[config.mk]
export PLATFORM = sky130hd
export DESIGN_NAME = two_way_stream_demultiplexer_flat
export DESIGN_NICKNAME = d
export VERILOG_FILES = /design/src/rtl/two_way_stream_demultiplexer_pkg.sv /design/src/rtl/two_way_stream_demultiplexer_if.sv /design/src/rtl/two_way_stream_demultiplexer_buffer.sv /design/src/rtl/two_way_stream_demultiplexer.sv /design/src/flat_wrapper.sv
export SDC_FILE = /design/constraint.sdc
export NUM_CORES = 1
export LEC_CHECK = 0
export BUFFER_PORTS_ARGS = -buffer_cell sky130_fd_sc_hd__buf_2
export CAP_MARGIN = 5
export CORE_ASPECT_RATIO = 0.7
export CORE_UTILIZATION = 40
export DETAILED_ROUTE_END_ITERATION = 10
export PLACE_DENSITY_LB_ADDON = 0.1
export SETUP_SLACK_MARGIN = 0.15
export SYNTH_ARGS = -nofsm -noshare
export SYNTH_HDL_FRONTEND = slang
export SYNTH_HIERARCHICAL = 1
export SYNTH_SLANG_ARGS = --single-unit
export TNS_END_PERCENT = 5
[constraint.sdc]
create_clock -name clk -period 2.8 [get_ports clk]
set_input_delay 0.56 -clock clk [delete_from_list [all_inputs] [get_ports clk]]
set_output_delay 0.56 -clock clk [all_outputs]
set_load 0.02 [all_outputs]
[src/rtl/two_way_stream_demultiplexer_pkg.sv]
// Shared constants and types for the two-way stream demultiplexer.
package two_way_stream_demultiplexer_pkg;

  // Entries held by each output decoupling buffer.
  localparam int STREAM_BUFFER_DEPTH = 2;

  // Buffer occupancy doubles as the buffer control state.
  typedef enum logic [1:0] {
    OCC_EMPTY = 2'd0,
    OCC_ONE   = 2'd1,
    OCC_FULL  = 2'd2
  } occ_state_e;

  // A buffer can take a beat while its occupancy is below the depth.
  function automatic logic has_room(occ_state_e occ);
    return int'(occ) < STREAM_BUFFER_DEPTH;
  endfunction

endpackage

[src/rtl/two_way_stream_demultiplexer_if.sv]
// Stream bundle of the demultiplexer: one input stream, two output streams
// with their delivered-beat counters.
interface two_way_stream_demultiplexer_if #(
  parameter int DATA_WIDTH  = 8,
  parameter int COUNT_WIDTH = 16
);

  logic [DATA_WIDTH-1:0]  in_data;
  logic                   in_select;
  logic                   in_valid;
  logic                   in_ready;

  logic [DATA_WIDTH-1:0]  out1_data;
  logic                   out1_valid;
  logic                   out1_ready;
  logic [COUNT_WIDTH-1:0] out1_count;

  logic [DATA_WIDTH-1:0]  out2_data;
  logic                   out2_valid;
  logic                   out2_ready;
  logic [COUNT_WIDTH-1:0] out2_count;

  // Producer and consumers: drive the input stream and the output readies.
  modport master (
    output in_data, in_select, in_valid, out1_ready, out2_ready,
    input  in_ready, out1_data, out1_valid, out1_count,
           out2_data, out2_valid, out2_count
  );

  // Demultiplexer side.
  modport slave (
    input  in_data, in_select, in_valid, out1_ready, out2_ready,
    output in_ready, out1_data, out1_valid, out1_count,
           out2_data, out2_valid, out2_count
  );

endinterface

[src/rtl/two_way_stream_demultiplexer_buffer.sv]
// Two-entry FIFO decoupling one output stream. The head entry is always the
// presented payload; it keeps its last value after the buffer drains.
module stream_buffer_2entry
  import two_way_stream_demultiplexer_pkg::*;
#(
  parameter int DATA_WIDTH = 8
) (
  input  logic                  clk,
  input  logic                  reset_n,
  input  logic                  push,
  input  logic [DATA_WIDTH-1:0] push_data,
  input  logic                  pop,
  output logic [DATA_WIDTH-1:0] head_data,
  output logic                  valid,
  output logic                  not_full
);

  occ_state_e            state_q;
  occ_state_e            state_d;
  logic [DATA_WIDTH-1:0] head_q;
  logic [DATA_WIDTH-1:0] tail_q;
  logic                  push_en;
  logic                  pop_en;

  // A push into a full buffer or a pop from an empty one is ignored.
  assign push_en   = push && not_full;
  assign pop_en    = pop && valid;
  assign head_data = head_q;

  // Occupancy state register.
  always_ff @(posedge clk or negedge reset_n) begin
    // NOTE: state is always written with <= so every flop samples the
    // pre-edge values; blocking here would create order-dependent races.
    if (!reset_n) state_q <= OCC_EMPTY;
    else          state_q <= state_d;
  end

  // Next occupancy from the push/pop pair.
  always_comb begin
    // NOTE: default first so no path leaves state_d unassigned (no latch).
    state_d = state_q;
    unique case (state_q)
      OCC_EMPTY: if (push_en) state_d = OCC_ONE;
      OCC_ONE: begin
        if (push_en && !pop_en)      state_d = OCC_FULL;
        else if (pop_en && !push_en) state_d = OCC_EMPTY;
      end
      OCC_FULL:  if (pop_en) state_d = OCC_ONE;
      default:   state_d = OCC_EMPTY;
    endcase
  end

  // Stream flags decoded from occupancy.
  always_comb begin
    valid    = (state_q != OCC_EMPTY);
    not_full = has_room(state_q);
  end

  // Entry storage: head is presented, tail waits behind it.
  always_ff @(posedge clk or negedge reset_n) begin
    // NOTE: the two entries are reset because the presented payload must
    // read zero after reset; a deeper RAM-style buffer would skip this.
    if (!reset_n) begin
      head_q <= '0;
      tail_q <= '0;
    end else begin
      unique case (state_q)
        OCC_EMPTY: if (push_en) head_q <= push_data;
        OCC_ONE: begin
          // With a simultaneous pop the new beat replaces the leaving head.
          if (push_en && pop_en) head_q <= push_data;
          else if (push_en)      tail_q <= push_data;
        end
        OCC_FULL:  if (pop_en) head_q <= tail_q;
        default: ;
      endcase
    end
  end

endmodule

[src/rtl/two_way_stream_demultiplexer.sv]
// Routes one valid/ready stream to out1 (select=1) or out2 (select=0). Each
// output has its own two-entry buffer and a wrapping delivered-beat counter.
module two_way_stream_demultiplexer
  import two_way_stream_demultiplexer_pkg::*;
#(
  parameter int DATA_WIDTH  = 8,
  parameter int COUNT_WIDTH = 16
) (
  input  logic                          clk,
  input  logic                          reset_n,
  two_way_stream_demultiplexer_if.slave bus
);

  logic [DATA_WIDTH-1:0]  head1;
  logic [DATA_WIDTH-1:0]  head2;
  logic                   valid1;
  logic                   valid2;
  logic                   not_full1;
  logic                   not_full2;
  logic                   in_ready;
  logic                   accept;
  logic                   push1;
  logic                   push2;
  logic                   pop1;
  logic                   pop2;
  logic [COUNT_WIDTH-1:0] count1_q;
  logic [COUNT_WIDTH-1:0] count2_q;

  // Input routing: ready depends only on select and registered occupancy,
  // never on the output readies.
  always_comb begin
    in_ready = bus.in_select ? not_full1 : not_full2;
    accept   = bus.in_valid && in_ready;
    push1    = accept && bus.in_select;
    push2    = accept && !bus.in_select;
  end

  // Output handshakes.
  always_comb begin
    pop1 = valid1 && bus.out1_ready;
    pop2 = valid2 && bus.out2_ready;
  end

  stream_buffer_2entry #(.DATA_WIDTH(DATA_WIDTH)) u_buffer1 (
    .clk       (clk),
    .reset_n   (reset_n),
    .push      (push1),
    .push_data (bus.in_data),
    .pop       (pop1),
    .head_data (head1),
    .valid     (valid1),
    .not_full  (not_full1)
  );

  stream_buffer_2entry #(.DATA_WIDTH(DATA_WIDTH)) u_buffer2 (
    .clk       (clk),
    .reset_n   (reset_n),
    .push      (push2),
    .push_data (bus.in_data),
    .pop       (pop2),
    .head_data (head2),
    .valid     (valid2),
    .not_full  (not_full2)
  );

  // Delivered-beat counters, wrapping modulo 2^COUNT_WIDTH.
  always_ff @(posedge clk or negedge reset_n) begin
    if (!reset_n) begin
      count1_q <= '0;
      count2_q <= '0;
    end else begin
      if (pop1) count1_q <= count1_q + 1'b1;
      if (pop2) count2_q <= count2_q + 1'b1;
    end
  end

  assign bus.in_ready   = in_ready;
  assign bus.out1_data  = head1;
  assign bus.out1_valid = valid1;
  assign bus.out1_count = count1_q;
  assign bus.out2_data  = head2;
  assign bus.out2_valid = valid2;
  assign bus.out2_count = count2_q;

endmodule

[src/flat_wrapper.sv]
// flat-port wrapper written by rule: the top's interface ports become plain ports
module two_way_stream_demultiplexer_flat import two_way_stream_demultiplexer_pkg::*;
#(
  parameter int DATA_WIDTH  = 8,
  parameter int COUNT_WIDTH = 16
)
  (clk, reset_n, bus_in_data, bus_in_select, bus_in_valid, bus_out1_ready, bus_out2_ready, bus_in_ready, bus_out1_data, bus_out1_valid, bus_out1_count, bus_out2_data, bus_out2_valid, bus_out2_count);
  two_way_stream_demultiplexer_if #(.DATA_WIDTH(DATA_WIDTH), .COUNT_WIDTH(COUNT_WIDTH)) bus_i ();
  input  logic clk;
  input  logic reset_n;
  input wire logic [$bits(bus_i.in_data)-1:0] bus_in_data;
  input wire logic [$bits(bus_i.in_select)-1:0] bus_in_select;
  input wire logic [$bits(bus_i.in_valid)-1:0] bus_in_valid;
  input wire logic [$bits(bus_i.out1_ready)-1:0] bus_out1_ready;
  input wire logic [$bits(bus_i.out2_ready)-1:0] bus_out2_ready;
  output wire logic [$bits(bus_i.in_ready)-1:0] bus_in_ready;
  output wire logic [$bits(bus_i.out1_data)-1:0] bus_out1_data;
  output wire logic [$bits(bus_i.out1_valid)-1:0] bus_out1_valid;
  output wire logic [$bits(bus_i.out1_count)-1:0] bus_out1_count;
  output wire logic [$bits(bus_i.out2_data)-1:0] bus_out2_data;
  output wire logic [$bits(bus_i.out2_valid)-1:0] bus_out2_valid;
  output wire logic [$bits(bus_i.out2_count)-1:0] bus_out2_count;
  assign bus_i.in_data = bus_in_data;
  assign bus_i.in_select = bus_in_select;
  assign bus_i.in_valid = bus_in_valid;
  assign bus_i.out1_ready = bus_out1_ready;
  assign bus_i.out2_ready = bus_out2_ready;
  assign bus_in_ready = bus_i.in_ready;
  assign bus_out1_data = bus_i.out1_data;
  assign bus_out1_valid = bus_i.out1_valid;
  assign bus_out1_count = bus_i.out1_count;
  assign bus_out2_data = bus_i.out2_data;
  assign bus_out2_valid = bus_i.out2_valid;
  assign bus_out2_count = bus_i.out2_count;
  two_way_stream_demultiplexer #(.DATA_WIDTH(DATA_WIDTH), .COUNT_WIDTH(COUNT_WIDTH)) u_core (.clk(clk), .reset_n(reset_n), .bus(bus_i));
endmodule
# Word level (Yosys, flattened, before mapping)
# Index checks and enable logic that the tools add are counted.
# totals
regBits	68
latchBits	0
mem_bits_rw	0
romBits	0
in_bits	14
output_inout_bits	51
elab_cells	77
n_memories	0
# classes
addsub	2
mul	0
div_mod_pow	0
magnitude_cmp	2
eq_ne	12
n_shift	0
muxes	19
n_bitwise	2
n_reduce_logical	32
# ops
operator	count
two-way mux 8 bit	6
one-hot mux 8 bit (3 select lines)	2
adder 16 x 1 -> 16 bit (second input constant)	2
two-way mux 2 bit	8
logical AND 1 bit	15
!= test 2 bit (second input constant)	6
one-hot mux 2 bit (3 select lines)	2
AND reduction 3 bit	4
AND reduction 4 bit	2
!= test 3 bit (second input constant)	2
nonzero test 3 bit	2
logical NOT 1 bit	5
equality test 2 x 1 -> 1 bit (second input constant)	2
equality test 2 bit (second input constant)	2
logical NOT 2 bit	2
less-than comparator 2 bit (second input constant)	2
nonzero test 2 bit	2
inverter 1 bit	2
two-way mux 1 bit	1

# Depth between registers and ports, before layout
# Gate-level depths: netlist of the first run.
# logic_depth
ltp_word	10
ltp_mapped	11
ltp_nobuf	9

# Cells and area by module
# The synthesis of the first run kept the hierarchy.
# modules_own_cells
mod	instances	cells_per_inst	area_per_inst_um2	seq_area_each_um2
stream_buffer_2entry	2	62	833.3	450.4
two_way_stream_demultiplexer	1	123	1426.4	800.8

# Worst setup path after synthesis of the first run
# Ideal clock, no wire load.
# synth_path
path_type	flip-flop to flip-flop
start	reg u_core.u_buffer1.state_q[0]
end	reg u_core.u_buffer1.head_q[0], in the netlist u_core/u_buffer1/head_data[0]
setup_ns	0.067
t_arrival_ns	2.025
required_time_ns	2.733
slack_ns	0.708
stages_incl_launch_ff	12
n_path_buf	2
period_less_slack_ns	2.092
path_cell_list	dfrtp_1 -> buf_6 -> or2_2 -> nand2_2 -> inv_1 -> nand2_1 -> inv_1 -> ha_1 -> mux2i_1 -> or2_0 -> buf_2 -> o221a_1
# synth_between
word_cells_on_any_way	18
cone_classes	order compare: 1; eq/ne: 5; mux: 2; reduce/logical: 10
# synth_lines
element	line_no	rtl
from (decl)	two_way_stream_demultiplexer_buffer.sv:18	occ_state_e state_q;
from (signal assigned)	two_way_stream_demultiplexer_buffer.sv:35	else state_q <= state_d;
nonzero test 2 bit (*)	two_way_stream_demultiplexer_buffer.sv:55	valid = (state_q != OCC_EMPTY);
net bus_out1_valid	flat_wrapper.sv:18	output wire logic [$bits(bus_i.out1_valid)-1:0] bus_out1_valid;
logical AND 1 bit (*)	two_way_stream_demultiplexer.sv:40	pop1 = valid1 && bus.out1_ready;
net u_core.pop1	two_way_stream_demultiplexer.sv:24	logic pop1;
logical AND 1 bit (*)	two_way_stream_demultiplexer_buffer.sv:27	assign pop_en = pop && valid;
logical AND 1 bit	two_way_stream_demultiplexer_buffer.sv:71	if (push_en && pop_en) head_q <= push_data;
!= test 2 bit (no source line)	n/a	
AND reduction 4 bit (no source line) (*)	n/a	
to (signal assigned)	two_way_stream_demultiplexer_buffer.sv:68	OCC_EMPTY: if (push_en) head_q <= push_data;
to (signal assigned)	two_way_stream_demultiplexer_buffer.sv:71	
to (signal assigned)	two_way_stream_demultiplexer_buffer.sv:74	OCC_FULL: if (pop_en) head_q <= tail_q;
to (decl)	two_way_stream_demultiplexer_buffer.sv:20	logic [DATA_WIDTH-1:0] head_q;
# The timed path passes the listed nets; every way through them passes the cells marked *.
# A chain may end at the register's enable or synchronous reset.

# Worst setup path after layout of the first run
# layout_path
start	reg u_core.u_buffer2.state_q[0]
end	reg u_core.u_buffer2.head_q[3], in the netlist u_core/u_buffer2/head_data[3]
# layout_between
word_cells_on_any_way	18
cone_classes	order compare: 1; eq/ne: 5; mux: 2; reduce/logical: 10
# layout_lines
element	line_no	rtl
from (decl)	two_way_stream_demultiplexer_buffer.sv:18	
from (signal assigned)	two_way_stream_demultiplexer_buffer.sv:35	
nonzero test 2 bit (*)	two_way_stream_demultiplexer_buffer.sv:55	
logical AND 1 bit (*)	two_way_stream_demultiplexer.sv:41	pop2 = valid2 && bus.out2_ready;
net u_core.pop2	two_way_stream_demultiplexer.sv:25	logic pop2;
logical AND 1 bit (*)	two_way_stream_demultiplexer_buffer.sv:27	
logical AND 1 bit	two_way_stream_demultiplexer_buffer.sv:71	
!= test 2 bit (no source line)	n/a	
AND reduction 4 bit (no source line) (*)	n/a	
to (signal assigned)	two_way_stream_demultiplexer_buffer.sv:68	
to (signal assigned)	two_way_stream_demultiplexer_buffer.sv:71	
to (signal assigned)	two_way_stream_demultiplexer_buffer.sv:74	
to (decl)	two_way_stream_demultiplexer_buffer.sv:20	
# Marks and branches as above.

==> flow_summary_export.csv, run 1 <==
group,metric,value,unit
global_routing,grt_pass1_vias,2047,
routing,post_drt_wl_per_cell,14.98,µm
cts,cts.sinks,68,
run_status,outcome,"completed",
worst_setup_path,timing.reg2reg.setup_slack,390,ps
logic_synthesis,syn_area,0.003093,mm²
placed_design,io_buffers,64,
layout,drive_above_1_share,36.73,%
worst_setup_path,slowest_delay,470,ps
cts,cts_max_level,3,
routing,drc,0,
timing,hold_viol_final,0,
timing,setup_viol,0,
power,ir_worst_vdd,0.4827,mV
cts,cts_hold_buf,0,
timing,whs,224.3,ps
layout,area_delta_synth_final,19.98,%
layout,final_util,50.25,%
layout,antenna_cells,0,
logic_synthesis,netlist_top_cells_area,"dfrtp_1 (55%), xnor2_1 (6.2%), o221a_1 (5.8%), mux2_1 (3.6%), or2_2 (3.6%)",
logic_synthesis,synth_cell_types,32,
logic_synthesis,ys_seq_area_share,55.02,%
timing,rsz0062_at_grt,"false",
hold_path,min_path_type,"in -> async",
logic_synthesis,synth.area.mux_share,8.212,%
timing,slew_violations,0,
cts,cts-root-buf,"clkbuf_8",
die,num_rows,26,
die,die-area,0.008094,mm²
worst_setup_path,crit_fanout,8,
layout,final_cells,422,
logic_synthesis,synth_top_cell_by_area,"dfrtp_1",
power,p_per_area,938.7,mW/mm²
worst_setup_path,startpoint_type,"flop",
routing,drtIter0Drc,95,
worst_setup_path,worstSetupPathType,"reg -> reg",
run,maxCapViolCount,0,
routing,first_pass_iters,4,
worst_setup_path,crit_buf_inv,2,
die,core-area,0.007385,mm²
worst_setup_path,endpoint_kind,"flop",
timing,fin_crit,2409,ps
power,internal-power,2.200,mW
placed_design,dp_hpwl,4462,µm
die,fp.dieH,75.57,µm
cts,max-clock-path-buffers,2,
placed_design,place_area,0.003523,mm²
worst_setup_path,worstPathRequired,3080,ps
placed_design,dp.cells,406,
routing,routed_wl,6323,µm
logic_synthesis,synth.most_common_cell,"dfrtp_1",
global_routing,grt_remaining_overflow,0,
routing,via_count,2079,
die,pin_count,65,
global_routing,grtUsageTotal,17.58,%
logic_synthesis,synth_top_family_by_area,"simple AND/OR/NAND/NOR gates",
power,p_leak,1.762,nW
logic_synthesis,synth_warnings,6,
worst_setup_path,crit_chain,"or2_2 -> nand2_1 -> inv_1 -> nand2_1 -> inv_1 -> ha_1 -> mux2i_1 -> or2_0 -> o221a_1",
routing,via_per_inst,4.927,
cts,path_clk_slew,70,ps
logic_synthesis,synth-edff-count,0,
die,start_util,41.88,%
placed_design,place.gp.congestion,0.7568,
logic_synthesis,ys.flop_type,"dfrtp_1",
logic_synthesis,syn_inst,247,
routing,ant_nets,0,
cts,clk_latency,340,ps
timing,clock-skew-final,7.959,ps
worst_setup_path,cp.arrival,2690,ps
worst_setup_path,crit_path_top_delay_cell,"dfrtp_1",
timing,fmax,415.1,MHz
logic_synthesis,synthSimpleGateAreaFrac,15.70,%
logic_synthesis,synth-adder-area-share,3.236,%
cts,numCtsBuffers,9,
worst_setup_path,r2r-start,"u_core/u_buffer2/state_q[0]",
worst_setup_path,critPathLaunch,"u_core/u_buffer2/state_q[0]",
logic_synthesis,syn_avg_cell_area,12.52,µm²
layout,final_area,0.003711,mm²
power,clkPwrFrac,21.6,%
logic_synthesis,synth_nets,269,
power,seqPwrFrac,45.3,%
logic_synthesis,synth_compound_area_share,7.201,%
logic_synthesis,synthTopCellsByCount,"dfrtp_1 (68), xnor2_1 (22), or2_2 (18)",
global_routing,grt_pass1_wl,10450,µm
timing,post-route-period-util,86.04,%
timing,slew_headroom,65.93,%
logic_synthesis,synth-xor-area-share,8.495,%
power,p_sw,1.283,mW
timing,worstMarginPinSlew,511.0,ps
layout,final_nets,341,
timing,fin_setup_tns,0,ps
logic_synthesis,synth.top_cell.area_share,55.02,%
power,netSwitchingFraction,36.83,%
die,fp.dieW,107.1,µm
cts,tritoncts,"yes",
logic_synthesis,ys_seq_elements,68,
power,combPwrFrac,33.0,%
global_routing,antenna_found_initial,0,
worst_setup_path,critical-path-top-delay-family,"simple AND/OR/NAND/NOR gates",
global_routing,grt_max_degree,69,
logic_synthesis,async_reset_ff_share,100.0,%
==> worst paths after layout <==
check | to | cells past startpoint
setup / recovery | u_core/u_buffer2/head_data[3] | 9
hold / removal | u_core/u_buffer1/head_data[4] | 2
setup reg to reg | u_core/u_buffer2/head_data[3] | 9
hold reg to reg | u_core/bus.out2_count[15] | 1
max in group asynchronous | u_core/bus.out2_count[13] | 2
min in group clk | u_core/bus.out2_count[15] | 1
==> through the flow <==
step | total power, mW | setup slack [ps]
after global routing | 3.723 | 171.5
final | 3.484 | 390.9
after global placement | 2.722 | 376.8
after CTS | 3.529 | 287.6
after detailed placement | 2.757 | 298.7
after floorplan | 2.382 | 707.5
==> worst register-to-register path: cells and delay by family (launching register included) <==
kind / cells / cell delay (ps)
simple gates: 4 / 1090
mux: 1 / 210
fa+ha+maj: 1 / 170
buf+inv: 2 / 140
compound gates: 1 / 270
flops: 1 / 470
==> what timing repair did <==
item                                    in CTS  in global routing
endpoints found under the setup margin       0                  8
buffers inserted                             0                  0
resized for setup                            0                  1
==> power by group through the flow <==
stage / logic [mW] / registers (mW) / clock network, mW
after global placement: 1.13 / 1.59 / 0
after floorplan: 0.624 / 1.76 / 0
after detailed placement: 1.17 / 1.59 / 0
final: 1.15 / 1.58 / 0.754
after CTS: 1.17 / 1.58 / 0.784
after global routing: 1.27 / 1.63 / 0.821
==> layout by cell type (no fill, tap or decap), types with 3 or more instances in the layout <==
master	n
nor2_1	9
mux2i_1	4
mux2_1	10
xnor2_1	22
mux2_2	9
nand2_1	16
ha_1	8
nand3_2	4
nand4_1	10
or2_2	18
and3_1	4
clkinv_2	3
nand3_1	9
inv_1	7
xor2_1	8
clkbuf_8	12
o221a_1	16
dfrtp_1	68
buf_2	64
==> flip-flops by register name, summed over array words and instances, names as in the netlist <==
register,flops
u_core/u_buffer1/head_data,8
u_core/u_buffer2/state_q,2
u_core/u_buffer1/tail_q,8
u_core/u_buffer2/head_data,8
u_core/u_buffer1/state_q,2
u_core/bus.out2_count,16
u_core/bus.out1_count,16
u_core/u_buffer2/tail_q,8
==> metal layers <==
metal	track usage [%]	up-vias	part of all wire, %
li1	-	1022	-
met1	25.48	1007	55
met2	24.59	43	40
met3	6.501	7	4.4
met4	5.023	0	1.1
met5	0	-	0
==> area by class of cell <==
class	instances	area (µm²)
clock inverters	4	22.52
repair buffers	65	340.3
flip-flops and latches	68	1702
well taps	98	122.6
fillers	678	3674
inverters	9	33.78
multi-input cells	166	1325
clock buffers	12	165.2
==> cells by family after synthesis <==
group	count (synthesis)
mux	23
xor+xnor	30
fa+ha+maj	8
compound gates	22
buf+inv	13
flops	68
simple gates	83
(Power assumes the default switching activity.)
==> run 2, diff against run 1 <==
--- a/config.mk
+++ b/config.mk
@@ -9,8 +9,9 @@
 export CAP_MARGIN = 5
 export CORE_ASPECT_RATIO = 0.7
 export CORE_UTILIZATION = 40
+export CTS_BUF_LIST = sky130_fd_sc_hd__clkbuf_8
 export DETAILED_ROUTE_END_ITERATION = 10
-export PLACE_DENSITY_LB_ADDON = 0.1
+export PLACE_DENSITY_LB_ADDON = 0.12
 export SETUP_SLACK_MARGIN = 0.15
 export SYNTH_ARGS = -nofsm -noshare
 export SYNTH_HDL_FRONTEND = slang
==> constraint.sdc (replaced) <==
create_clock -name clk -period 2.8 [get_ports clk]
set_input_delay 0.56 -clock clk [delete_from_list [all_inputs] [get_ports clk]]
set_output_delay 0.56 -clock clk [all_outputs]
set_load 0.1 [all_outputs]
==> flow_summary_export.csv, run 2 (same netlist as run 1, synthesis figures left out) <==
group,metric,value,unit
worst_setup_path,cp_num_cells,9,
timing,setup_viol,0,
routing,drtIter0Drc,65,
global_routing,grt_max_degree,69,
worst_setup_path,critPathLaunch,"u_core/u_buffer2/state_q[1]",
global_routing,grt_pass1_wl,10330,µm
timing,slew_violations,0,
layout,final_cell_mix,"dfrtp_1 (68), buf_2 (64), xnor2_1 (22)",
routing,post_drt_wl_per_cell,14.83,µm
worst_setup_path,endpoint_kind,"flop",
cts,tritoncts,"yes",
placed_design,place.gp.congestion,0.7354,
global_routing,grtUsageTotal,17.21,%
placed_design,dp_hpwl,4427,µm
routing,routed_wl,6258,µm
timing,whs,219.5,ps
worst_setup_path,crit_fanout,8,
timing,fin_crit,2396,ps
timing,fin_setup_tns,0,ps
global_routing,antenna_found_initial,0,
placed_design,pre_cts_ws,344.2,ps
timing,hold_viol_final,0,
timing,setup_ws,403.6,ps
die,start_util,41.88,%
cts,max-clock-path-buffers,2,
worst_setup_path,worstSetupPathType,"reg -> reg",
die,fp.dieH,75.57,µm
worst_setup_path,crit_buf_inv,2,
layout,fill_cells,695,
worst_setup_path,slowest_delay,450,ps
worst_setup_path,crit_path_top_delay_cell,"dfrtp_1",
routing,via_count,2091,
worst_setup_path,critical-path-top-delay-family,"simple AND/OR/NAND/NOR gates",
hold_path,min_path_type,"in -> async",
cts,cts_max_level,3,
timing,clock-skew-final,10.89,ps
worst_setup_path,r2r-start,"u_core/u_buffer2/state_q[1]",
worst_setup_path,crit_chain,"or2_2 -> nand2_1 -> inv_1 -> nand2_1 -> inv_1 -> ha_1 -> mux2i_1 -> or2_0 -> o221a_1",
run,maxCapViolCount,0,
cts,cts_hold_buf,0,
layout,final_util,50.63,%
timing,post-route-period-util,85.59,%
worst_setup_path,cp.arrival,2670,ps
cts,numCtsBuffers,9,
routing,first_pass_iters,5,
layout,antenna_cells,0,
placed_design,io_buffers,64,
die,num_rows,26,
die,fp.dieW,107.1,µm
cts,cts_resized,0,
timing,slew_headroom,66.97,%
die,pin_count,65,
layout,final_nets,341,
global_routing,grt_pass1_vias,1962,
routing,ant_nets,0,
timing,fmax,417.3,MHz
timing,rsz0062_at_grt,"false",
timing,worstMarginPinSlew,498.9,ps
routing,drc,0,
cts,cts.sinks,68,
cts,clk_latency,340,ps
cts,cts_setup_buffers,0,
layout,drive_above_1_share,36.73,%
cts,path_clk_slew,80,ps
global_routing,grt_remaining_overflow,0,
cts,cts-root-buf,"clkbuf_8",
layout,area_delta_synth_final,20.87,%
die,core-area,0.007385,mm²
die,die-area,0.008094,mm²
worst_setup_path,worstPathRequired,3070,ps
layout,final_common_cell,"dfrtp_1",
worst_setup_path,worst-r2r-cell-count,9,
worst_setup_path,startpoint_type,"flop",
run_status,outcome,"completed",
routing,via_per_inst,4.955,
-- run 2: cell types whose count changed in the layout (fill, tap and decap cells not counted), sizes merged --
cell | before | now
bufinv | 0 | 2
clkbuf | 12 | 9
clkinv | 3 | 4
-- run 2: layout make-up --
cell class                      instances  area, µm²  area share (%)
Clock inverter                          7      91.34           2.443
Clock buffer                            9      123.9           3.313
Timing Repair Buffer                   65      340.3           9.103
Sequential cell                        68       1702           45.52
Inverter                                9      33.78          0.9036
Multi-Input combinational cell        166       1325           35.44
Tap cell                               98      122.6           3.280
-- run 2: per-stage QoR --
stage          cells  area [µm²]
2_1_floorplan    247        3093
3_3_place_gp     406        3523
3_5_place_dp     406        3523
4_1_cts          422        3739
5_1_grt          422        3739
6_report         422        3739
-- run 2: final timing paths --
path | slack, ps | end
max reg2reg | 400 | u_core/u_buffer2/head_data[0]
min reg2reg | 470 | u_core/bus.out1_count[15]
max in group asynchronous | 2270 | u_core/bus.out1_count[1]
min in group clk | 470 | u_core/bus.out1_count[15]
max | 400 | u_core/u_buffer2/head_data[0]
min | 220 | u_core/u_buffer1/head_data[7]
-- run 2: routing by layer --
metal	vias to the layer above	GRT usage, %	wire (µm)
met2	43	23.66	2584
met4	0	4.110	30
met1	1024	25.25	3376
li1	1022	-	-
met5	-	0	0
met3	2	6.758	267
Power of run 2 is left out: the tool's default activity adds up to more than one toggle a clock period on the data nets, which glitch-free logic cannot reach.
==> run 3, diff against run 2 <==
--- a/config.mk
+++ b/config.mk
@@ -8,10 +8,11 @@
 export BUFFER_PORTS_ARGS = -buffer_cell sky130_fd_sc_hd__buf_2
 export CAP_MARGIN = 5
 export CORE_ASPECT_RATIO = 0.7
+export CORE_MARGIN = 3
 export CORE_UTILIZATION = 40
 export CTS_BUF_LIST = sky130_fd_sc_hd__clkbuf_8
 export DETAILED_ROUTE_END_ITERATION = 10
-export PLACE_DENSITY_LB_ADDON = 0.12
+export PLACE_DENSITY = 0.69
 export SETUP_SLACK_MARGIN = 0.15
 export SYNTH_ARGS = -nofsm -noshare
 export SYNTH_HDL_FRONTEND = slang
==> constraint.sdc (replaced) <==
create_clock -name clk -period 2.19 [get_ports clk]
set_input_delay 0.438 -clock clk [delete_from_list [all_inputs] [get_ports clk]]
set_output_delay 0.438 -clock clk [all_outputs]
set_load 0.1 [all_outputs]
==> flow_summary_export.csv, run 3 (same netlist as run 1, synthesis figures left out) <==
group,metric,value,unit
placed_design,dp_hpwl,4819,µm
die,pin_count,65,
cts,path_clk_slew,70,ps
worst_setup_path,worst-r2r-cell-count,7,
global_routing,antenna_found_initial,0,
run_status,outcome,"completed",
global_routing,grt_remaining_overflow,0,
timing,fmax,499.8,MHz
hold_path,min_path_type,"in -> async",
global_routing,grt_pass1_wl,10820,µm
placed_design,io_buffers,64,
worst_setup_path,timing.reg2reg.setup_slack,190,ps
layout,seq_area,0.001707,mm²
cts,numCtsBuffers,9,
layout,fill_cells,669,
timing,hold_viol_final,0,
routing,first_pass_iters,4,
layout,area_delta_synth_final,26.46,%
cts,cts.sinks,68,
worst_setup_path,startpoint_type,"flop",
cts,cts_hold_buf,0,
routing,post_drt_wl_per_cell,15.31,µm
worst_setup_path,rr_endpoint,"u_core/u_buffer1/head_data[5]",
worst_setup_path,cp.arrival,2230,ps
routing,routed_wl,6616,µm
timing,slew_violations,0,
worst_setup_path,worstSetupPathType,"reg -> reg",
timing,worstMarginPinSlew,554.4,ps
routing,via_count,2126,
worst_setup_path,endpoint_kind,"flop",
die,core-area,0.007417,mm²
timing,fin_crit,2001,ps
run,maxCapViolCount,0,
cts,tritoncts,"yes",
layout,antenna_cells,0,
layout,multi_input_area,0.001371,mm²
layout,final_nets,351,
timing,fin_setup_tns,0,ps
timing,setup_viol,0,
global_routing,grtUsageTotal,15.47,%
layout,final_cell_mix,"buf_2 (64), dfrtp_1 (64), xnor2_1 (22)",
die,fp.dieH,79.57,µm
routing,drc,0,
worst_setup_path,worstPathRequired,2410,ps
die,num_rows,26,
cts,cts-root-buf,"clkbuf_8",
timing,rsz0062_at_grt,"true",
worst_setup_path,crit_fanout,8,
global_routing,grt_pass1_vias,2152,
routing,via_per_inst,4.921,
die,start_util,41.70,%
placed_design,place.gp.congestion,0.7881,
die,die-area,0.008840,mm²
timing,clock-skew-final,9.513,ps
die,fp.dieW,111.1,µm
timing,post-route-period-util,91.37,%
timing,slew_headroom,63.04,%
cts,clk_latency,340,ps
routing,drtIter0Drc,98,
worst_setup_path,r2r-start,"u_core/u_buffer1/state_q[1]",
cts,cts_max_level,3,
layout,drive_above_1_share,42.22,%
cts,max-clock-path-buffers,2,
global_routing,grt_max_degree,26,
routing,ant_nets,0,
[run 3: cell count changes in the layout (fill, tap and decap cells not counted), moves of 2 or more]
cell,delta
mux2i_2,+2
nor2b_1,-2
clkinv_2,-2
o21ai_2,-2
or2_2,-2
buf_4,+9
dfrtp_1,-4
or2_4,+4
dfrtp_2,+4
nor2b_2,+2
mux2i_1,-2
o21ai_4,+2
[run 3: worst max-delay path by stage]
| stage | from | to | slack, ps | cells past startpoint |
|---|---|---|---|---|
| 2_1_floorplan | u_core/u_buffer2/state_q[1] | u_core/u_buffer2/head_data[0] | 80 | 10 |
| 3_5_place_dp | u_core/u_buffer1/state_q[1] | u_core/u_buffer1/head_data[4] | -5 | 9 |
| 4_1_cts | u_core/u_buffer2/state_q[1] | u_core/u_buffer2/head_data[3] | 130 | 7 |
| 3_3_place_gp | u_core/u_buffer1/state_q[1] | u_core/u_buffer1/head_data[7] | 70 | 9 |
| 6_report | u_core/u_buffer1/state_q[1] | u_core/u_buffer1/head_data[5] | 190 | 7 |
| 5_1_grt | u_core/u_buffer1/state_q[1] | u_core/u_buffer1/head_data[5] | 110 | 7 |
[run 3: per-layer routing]
| metal | GRT usage (%) | up-vias | part of all wire (%) |
|---|---|---|---|
| met4 | 4.374 | 0 | 0.95 |
| met1 | 21.36 | 1044 | 49 |
| met5 | 0 | - | 0 |
| met2 | 23.67 | 35 | 46 |
| met3 | 4.848 | 6 | 3.9 |
| li1 | - | 1041 | - |
[run 3: cell type report]
class	instances	area share (%)
clock buffers	10	3.519
clock inverters	6	2.847
inverters	9	0.8637
multi-input cells	166	35.06
flip-flops and latches	68	43.63
well taps	98	3.135
repair buffers	75	10.94
[run 3: per-stage QoR]
step | instances | area [µm²] | worst slack, ps | util (%) | hold WS (ps)
after floorplan | 247 | 3100 | 76.78 | - | 142.4
after global placement | 412 | 3588 | 69.65 | 48.38 | 455.4
after detailed placement | 412 | 3588 | -5.070 | 48.38 | 461.6
after global routing | 432 | 3911 | 110.8 | 52.73 | 116.4
final | 432 | 3911 | 189.0 | 52.73 | 82.44
after CTS | 428 | 3842 | 127.7 | 51.81 | 93.81
[run 3: what timing repair did]
item,in CTS,in global routing
setup buffers,0,4
endpoints found under the hold margin,0,0
gates resized for setup,4,10
setup endpoints to repair,18,33
[run 3: critical path, stage by stage, from the launching register on]
cell and delay, ps:
dfrtp_2 450, inv_2 140, and3_2 240, nor2b_2 220
ha_1 200, mux2i_2 110, or2_4 280, o221a_1 250
Power of run 3 is left out for the same reason.
